[config.mk]
export PLATFORM = sky130hd
export DESIGN_NAME = sdr_arb
export DESIGN_NICKNAME = d
export VERILOG_FILES = /design/src/rtl/sdr_pkg.sv /design/src/rtl/sdr_ref_timer.sv /design/src/rtl/sdr_arb.sv
export SDC_FILE = /design/constraint.sdc
export NUM_CORES = 1
export LEC_CHECK = 0
export ABC_AREA = 1
export CAP_MARGIN = 20
export CORE_MARGIN = 2
export CORE_UTILIZATION = 41
export DETAILED_ROUTE_END_ITERATION = 12
export GPL_TIMING_DRIVEN = 0
export HOLD_SLACK_MARGIN = 0.06
export PLACE_DENSITY = 0.79
export SYNTH_ARGS = -nofsm -noshare
export SYNTH_HDL_FRONTEND = slang
export SYNTH_HIERARCHICAL = 1
export SYNTH_SLANG_ARGS = --single-unit
[constraint.sdc]
create_clock -name i_clk -period 1.68 [get_ports i_clk]
set_input_delay 0.336 -clock i_clk [delete_from_list [all_inputs] [get_ports i_clk]]
set_output_delay 0.336 -clock i_clk [all_outputs]
set_load 0.03 [all_outputs]
[src/rtl/sdr_pkg.sv]
// Shared definitions for the SDRAM command-bus arbiter: command encodings,
// FSM state enum, bus owner codes and the engine command bundle layout.
package sdr_pkg;

  // Engine command bundle: {BA[1:0], A[12:0], nRAS, nCAS, nWE}
  localparam int CMD_W    = 18;
  localparam int BA_LSB   = 16;
  localparam int BA_W     = 2;
  localparam int A_LSB    = 3;
  localparam int A_W      = 13;
  localparam int NRAS_BIT = 2;
  localparam int NCAS_BIT = 1;
  localparam int NWE_BIT  = 0;

  // {nRAS, nCAS, nWE} encodings
  localparam logic [2:0] CMD_NOP          = 3'b111;
  localparam logic [2:0] CMD_ACTIVE       = 3'b011;
  localparam logic [2:0] CMD_READ         = 3'b101;
  localparam logic [2:0] CMD_WRITE        = 3'b100;
  localparam logic [2:0] CMD_PRECHARGE    = 3'b010;
  localparam logic [2:0] CMD_AUTO_REFRESH = 3'b001;

  // Bus owner codes
  localparam logic [1:0] OWN_NONE = 2'd0;
  localparam logic [1:0] OWN_WR   = 2'd1;
  localparam logic [1:0] OWN_RD   = 2'd2;
  localparam logic [1:0] OWN_REF  = 2'd3;

  typedef enum logic [2:0] {
    S_INIT,
    S_IDLE,
    S_WR,
    S_RD,
    S_REF_PRE,
    S_REF_AR
  } state_t;

  // Build a full command bundle from its fields
  function automatic logic [CMD_W-1:0] pack_cmd(input logic [BA_W-1:0] ba,
                                                input logic [A_W-1:0]  a,
                                                input logic [2:0]      cmd);
    return {ba, a, cmd};
  endfunction

  // Bundles the arbiter drives itself; PRECHARGE-ALL needs A[10]=1
  localparam logic [CMD_W-1:0] BUNDLE_NOP = {2'b00, 13'h0000, CMD_NOP};
  localparam logic [CMD_W-1:0] BUNDLE_PRE = {2'b00, 13'h0400, CMD_PRECHARGE};
  localparam logic [CMD_W-1:0] BUNDLE_AR  = {2'b00, 13'h0000, CMD_AUTO_REFRESH};

endpackage

[src/rtl/sdr_ref_timer.sv]
// Auto-refresh interval timer. Counts 0..REF_INTERVAL-1 while enabled and
// raises a pending flag on every wrap; a wrap that finds the flag already
// set marks a sticky overrun. REF_INTERVAL must not exceed 2047.
module sdr_ref_timer
  import sdr_pkg::*;
#(
  parameter int REF_INTERVAL = 1300
) (
  input  logic i_clk,
  input  logic i_rst,
  input  logic i_en,
  input  logic i_clr,
  output logic o_wrap,
  output logic o_pending,
  output logic o_overrun
);

  localparam logic [10:0] CNT_LAST = 11'(REF_INTERVAL - 1);

  logic [10:0] r_cnt;
  logic        r_pending;
  logic        r_overrun;

  assign o_wrap    = i_en && (r_cnt == CNT_LAST);
  assign o_pending = r_pending;
  assign o_overrun = r_overrun;

  // Interval counter plus pending/overrun flags; a wrap wins over a clear
  always_ff @(posedge i_clk or posedge i_rst) begin
    if (i_rst) begin
      r_cnt     <= 11'd0;
      r_pending <= 1'b0;
      r_overrun <= 1'b0;
    end else begin
      if (!i_en || o_wrap) r_cnt <= 11'd0;
      else                 r_cnt <= r_cnt + 11'd1;

      if (o_wrap) begin
        r_pending <= 1'b1;
        if (r_pending && !i_clr) r_overrun <= 1'b1;
      end else if (i_clr) begin
        r_pending <= 1'b0;
      end
    end
  end

endmodule

[src/rtl/sdr_arb.sv]
// SDRAM command-bus arbiter. Grants the bus to the write or read engine
// (round-robin on ties), schedules PRECHARGE-ALL + AUTO REFRESH when the
// refresh timer wraps, and muxes the owning party's command onto the bus.
// Handshake: i_wr_req/i_rd_req are levels held until the matching one-cycle
// o_*_start pulse; the engine later returns a one-cycle i_*_exit pulse.
module sdr_arb
  import sdr_pkg::*;
#(
  parameter int REF_INTERVAL = 1300,
  parameter int NRP          = 3,
  parameter int NRFC         = 11
) (
  input  logic              i_clk,
  input  logic              i_rst,
  input  logic              i_init_done,
  input  logic              i_wr_req,
  input  logic              i_rd_req,
  output logic              o_wr_start,
  output logic              o_rd_start,
  input  logic              i_wr_exit,
  input  logic              i_rd_exit,
  input  logic [CMD_W-1:0]  i_wr_cmd,
  input  logic [CMD_W-1:0]  i_rd_cmd,
  output logic              o_need_ref,
  output logic              o_ref_overrun,
  output logic [1:0]        o_owner,
  output logic [BA_W-1:0]   o_sdr_BA,
  output logic [A_W-1:0]    o_sdr_A,
  output logic              o_sdr_nRAS,
  output logic              o_sdr_nCAS,
  output logic              o_sdr_nWE,
  output state_t            o_state
);

  state_t           r_state;
  logic [3:0]       r_phase;
  logic [1:0]       r_last;
  logic [1:0]       r_owner;
  logic             r_wr_start;
  logic             r_rd_start;
  logic [CMD_W-1:0] r_ref_cmd;

  logic             w_wrap;
  logic             w_pending;
  logic             w_ref_due;
  logic             w_ref_clr;
  logic             w_grant_wr;
  logic             w_grant_rd;
  logic [CMD_W-1:0] w_bus;

  // A wrap in this cycle counts as pending so it beats a same-cycle request
  assign w_ref_due  = w_pending | w_wrap;
  // Pending clears on the edge that puts AUTO REFRESH on the bus
  assign w_ref_clr  = (r_state == S_REF_PRE) && (r_phase == 4'd0);
  assign w_grant_wr = i_wr_req && (!i_rd_req || (r_last == OWN_RD));
  assign w_grant_rd = i_rd_req && !w_grant_wr;

  sdr_ref_timer #(
    .REF_INTERVAL (REF_INTERVAL)
  ) u_ref_timer (
    .i_clk     (i_clk),
    .i_rst     (i_rst),
    .i_en      (r_state != S_INIT),
    .i_clr     (w_ref_clr),
    .o_wrap    (w_wrap),
    .o_pending (w_pending),
    .o_overrun (o_ref_overrun)
  );

  // Arbitration FSM with registered owner, start pulses and refresh command
  always_ff @(posedge i_clk or posedge i_rst) begin
    if (i_rst) begin
      r_state    <= S_INIT;
      r_phase    <= 4'd0;
      r_last     <= OWN_RD;
      r_owner    <= OWN_NONE;
      r_wr_start <= 1'b0;
      r_rd_start <= 1'b0;
      r_ref_cmd  <= BUNDLE_NOP;
    end else begin
      r_wr_start <= 1'b0;
      r_rd_start <= 1'b0;
      r_ref_cmd  <= BUNDLE_NOP;
      case (r_state)
        S_INIT: begin
          if (i_init_done) r_state <= S_IDLE;
        end
        S_IDLE: begin
          if (w_ref_due) begin
            r_state   <= S_REF_PRE;
            r_owner   <= OWN_REF;
            r_phase   <= 4'(NRP - 1);
            r_ref_cmd <= BUNDLE_PRE;
          end else if (w_grant_wr) begin
            r_state    <= S_WR;
            r_owner    <= OWN_WR;
            r_last     <= OWN_WR;
            r_wr_start <= 1'b1;
          end else if (w_grant_rd) begin
            r_state    <= S_RD;
            r_owner    <= OWN_RD;
            r_last     <= OWN_RD;
            r_rd_start <= 1'b1;
          end
        end
        S_WR, S_RD: begin
          if ((r_state == S_WR) ? i_wr_exit : i_rd_exit) begin
            if (w_ref_due) begin
              r_state   <= S_REF_PRE;
              r_owner   <= OWN_REF;
              r_phase   <= 4'(NRP - 1);
              r_ref_cmd <= BUNDLE_PRE;
            end else begin
              r_state <= S_IDLE;
              r_owner <= OWN_NONE;
            end
          end
        end
        S_REF_PRE: begin
          if (r_phase == 4'd0) begin
            r_state   <= S_REF_AR;
            r_phase   <= 4'(NRFC - 1);
            r_ref_cmd <= BUNDLE_AR;
          end else begin
            r_phase <= r_phase - 4'd1;
          end
        end
        S_REF_AR: begin
          if (r_phase == 4'd0) begin
            r_state <= S_IDLE;
            r_owner <= OWN_NONE;
          end else begin
            r_phase <= r_phase - 4'd1;
          end
        end
        default: begin
          r_state <= S_INIT;
          r_owner <= OWN_NONE;
        end
      endcase
    end
  end

  // Command bus mux, combinational from the owner register
  always_comb begin
    w_bus = BUNDLE_NOP;
    case (r_owner)
      OWN_WR:  w_bus = i_wr_cmd;
      OWN_RD:  w_bus = i_rd_cmd;
      OWN_REF: w_bus = r_ref_cmd;
      default: w_bus = BUNDLE_NOP;
    endcase
  end

  assign o_sdr_BA   = w_bus[BA_LSB +: BA_W];
  assign o_sdr_A    = w_bus[A_LSB +: A_W];
  assign o_sdr_nRAS = w_bus[NRAS_BIT];
  assign o_sdr_nCAS = w_bus[NCAS_BIT];
  assign o_sdr_nWE  = w_bus[NWE_BIT];
  assign o_owner    = r_owner;
  assign o_wr_start = r_wr_start;
  assign o_rd_start = r_rd_start;
  assign o_need_ref = w_pending;
  assign o_state    = r_state;

endmodule

==> flow_summary_export.csv <==
group,metric,value,unit
synth,yosys.cell_types.count,30,
worst_setup_path,critical_path_depth,11,
floorplanning,start_util,43.0,%
routing,wl_per_cell,12.6,um
timing,slew_viol_final,0,
timing,fin_crit_sh,107,%
clocking,postCtsHoldBufs,0,
worst_setup_path,crit_required,1.90,ns
routing,vias,2233,
worst_setup_path,cpMaxStageDelayCell,"dfrtp_2",
worst_setup_path,regToRegSetupSlack,-0.12,ns
global_route,grt_pass1_vias,2087,
floorplanning,chipHeight,74.6,um
power,max-vdd-ir-drop,883,uV
place,port_buffers,69,
synth,synth_area_leader_cell,"dfrtp_1",
layout,fillers,425,
worst_setup_path,crit_fanout,9,
timing,hold_viol,0,
synth,syn_inst,294,
place,detailed_place_hpwl,4010,um
routing,postRouteAntennaNets,0,
timing,finClkSkew,0.00641,ns
worst_setup_path,worstSetupStartpointType,"flip-flop",
timing,holdWs,0.411,ns
layout,final_cells,450,
synth,synth_warnings,6,
synth,ys_ff_latch,30,
clocking,clk_pin_slew,0.07,ns
power,p_leak,1.52,nW
timing,rsz0062_at_grt,"yes",
worst_setup_path,crit_chain,"buf_12, inv_8, nand2_4, and3_4, nor2_4, inv_2, nor2_1, nand2_1, nand3_1, nand3_1, nand2_1",
run,maxCapViolCount,0,
clocking,htree_levels,2,
clocking,cts.path.max_buffers,2,
clocking,cts_tree,"done",
routing,via_per_inst,4.96,
layout,synthToLayoutAreaGrowth,52.7,%
synth,synth_area_leaders,"dfrtp_1 32%, nand3_1 15%, nand2_1 12%",
outcome,violations,"negative setup slack",
global_route,grt_antenna_before_repair,0,
timing,setup_ws,-0.123,ns
worst_setup_path,arrival,2.02,ns
timing,fin_crit,1.80,ns
outcome,status,"finished with violations",
layout,nets,428,
synth,ys_seq_area_share,37.0,%
timing,worstMarginPinSlew,0.643,ns
power,power_density,1370,mW/mm^2
routing,drcViolationCount,0,
global_route,overflow,0,
routing,wirelength,5650,um
synth,synth.cell_area,0.00204,mm^2
worst_setup_path,end_kind,"flip-flop",
floorplanning,pin_count,70,
floorplanning,dieArea,0.00556,mm^2
worst_setup_path,slowest_delay,0.42,ns
global_route,grtUsageTotal,20.2,%
worst_setup_path,crit_type,"flip-flop to flip-flop",
place,place_congestion,0.922,
clocking,clkLatencyLatePin,0.29,ns
worst_setup_path,crit_family,"simple AND/OR/NAND/NOR gates",
timing,fmax,555,MHz
place,dp_cells,430,
global_route,grt_max_degree,18,
hold_path,hold_path_class,"input port to async pin",
routing,dr.pass1.iters,5,
floorplanning,core-area,0.00475,mm^2
floorplanning,placementRows,25,
clocking,clock_sinks,30,
synth,syn-num-nets,340,
timing,slew_headroom,57.1,%
power,power,4.27,mW
global_route,grt_first_pass_wirelength,8780,um
synth,yosysTopAreaCellShare,31.8,%
floorplanning,die_w,74.6,um
place,pre_cts_slack,-0.509,ns
timing,final.setup.tns,-0.404,ns
timing,setup_violations,10,
clocking,root_buffer,"clkbuf_8",
routing,drt_iter0_drc,74,
clocking,cts_buffers,5,
synth,syn-mean-instance-area,6.95,um^2
layout,antenna_cells,0,
worst_setup_path,crit_buf_inv,3,
layout,drive_gt1_share,26.1,%
worst_setup_path,reg2reg_depth,11,
## path summary, 6_finish.rpt
check                                            from                    end
worst max-delay path                       o_state[2]             o_state[0]
worst min-delay path                            i_rst  u_ref_timer/o_pending
worst max register to register             o_state[2]             o_state[0]
worst min register to register  u_ref_timer/o_overrun  u_ref_timer/o_overrun
max in group asynchronous                       i_rst             o_state[0]
min in group i_clk              u_ref_timer/o_overrun  u_ref_timer/o_overrun
## cell usage after synthesis
library cell	n
a21oi_1	8
a21oi_2	1
and3_1	1
buf_6	1
clkbuf_1	7
clkinv_1	1
clkinv_2	1
dfrtp_1	26
dfstp_2	4
ha_1	3
inv_1	32
inv_2	4
nand2_1	65
nand2_2	3
nand2_4	2
nand3_1	60
nand3_2	4
nand3b_1	1
nand4_1	5
nor2_1	35
nor2_2	7
nor2_4	3
nor2_8	1
nor3_1	4
o21ai_0	6
o21ai_1	1
o21bai_1	2
or2_2	1
xnor2_1	1
xor2_1	4
## kinds of logic (layout without fill, tap and decap cells)
logic type / count (synthesis) / count (layout) / share of synthesized area (%)
XOR/XNOR: 5 / 5 / 2.14
buffers and inverters: 46 / 135 / 8.88
adder cells (fa/ha/maj): 3 / 3 / 1.84
AO/OA/AOI/OAI: 18 / 18 / 4.84
flip-flops: 30 / 30 / 37.0
AND/OR/NAND/NOR: 192 / 192 / 45.3
## power by group
group          total (mW)  internal, mW  switching [mW]
Sequential           1.03         0.869           0.159
Combinational        2.64          1.04            1.60
Clock               0.606         0.328           0.278
## through the flow
stage	cell area, um^2	util [%]
finish	3120	65.6
global route	3120	65.6
CTS	2970	62.4
detailed placement	2850	60.0
global placement	2850	60.0
floorplan	2080	-
## cell usage in the layout, fill, tap and decap left out, types with 4 or more instances in the layout
cell,n
a21oi_1,6
buf_2,6
buf_4,20
clkbuf_4,6
clkbuf_8,7
clkdlybuf4s50_1,45
dfrtp_1,21
dfrtp_2,5
dfstp_2,4
dlygate4sd2_1,5
inv_1,30
inv_2,6
nand2_1,63
nand2_2,4
nand3_1,60
nand4_1,5
nor2_1,30
nor2_2,9
nor2_4,6
xor2_1,4
## registers in the layout (all words and copies together) (netlist names)
name and flops:
o_state 3, o_owner 2, u_ref_timer/o_overrun 1, o_wr_start 1, r_last 2, u_ref_timer/o_pending 1
r_phase 4, r_ref_cmd 4, o_rd_start 1, u_ref_timer/r_cnt 11
## final cells by class
cell class	instances	area (um^2)	area share, %
Timing Repair Buffer	81	727	23.3
Inverter	38	155	4.97
Multi-Input combinational cell	218	1210	38.7
Clock buffer	6	82.6	2.65
Sequential cell	30	762	24.4
Tap cell	67	83.8	2.69
Buffer	8	87.6	2.81
Clock inverter	2	12.5	0.401
## per-layer routing
metal	wire (um)	track usage (%)
met3	563	6.91
met4	49	5.36
met1	2280	22.5
met5	0	0
met2	2770	36.8
## timing repair
action                                  4_1_cts  5_1_grt
setup buffers                                 5        7
endpoints found under the setup margin       35       28
pin swaps                                     7        8
gates resized for setup                     123       42
endpoints found under the hold margin         0        0
(Power assumes the default switching activity.)
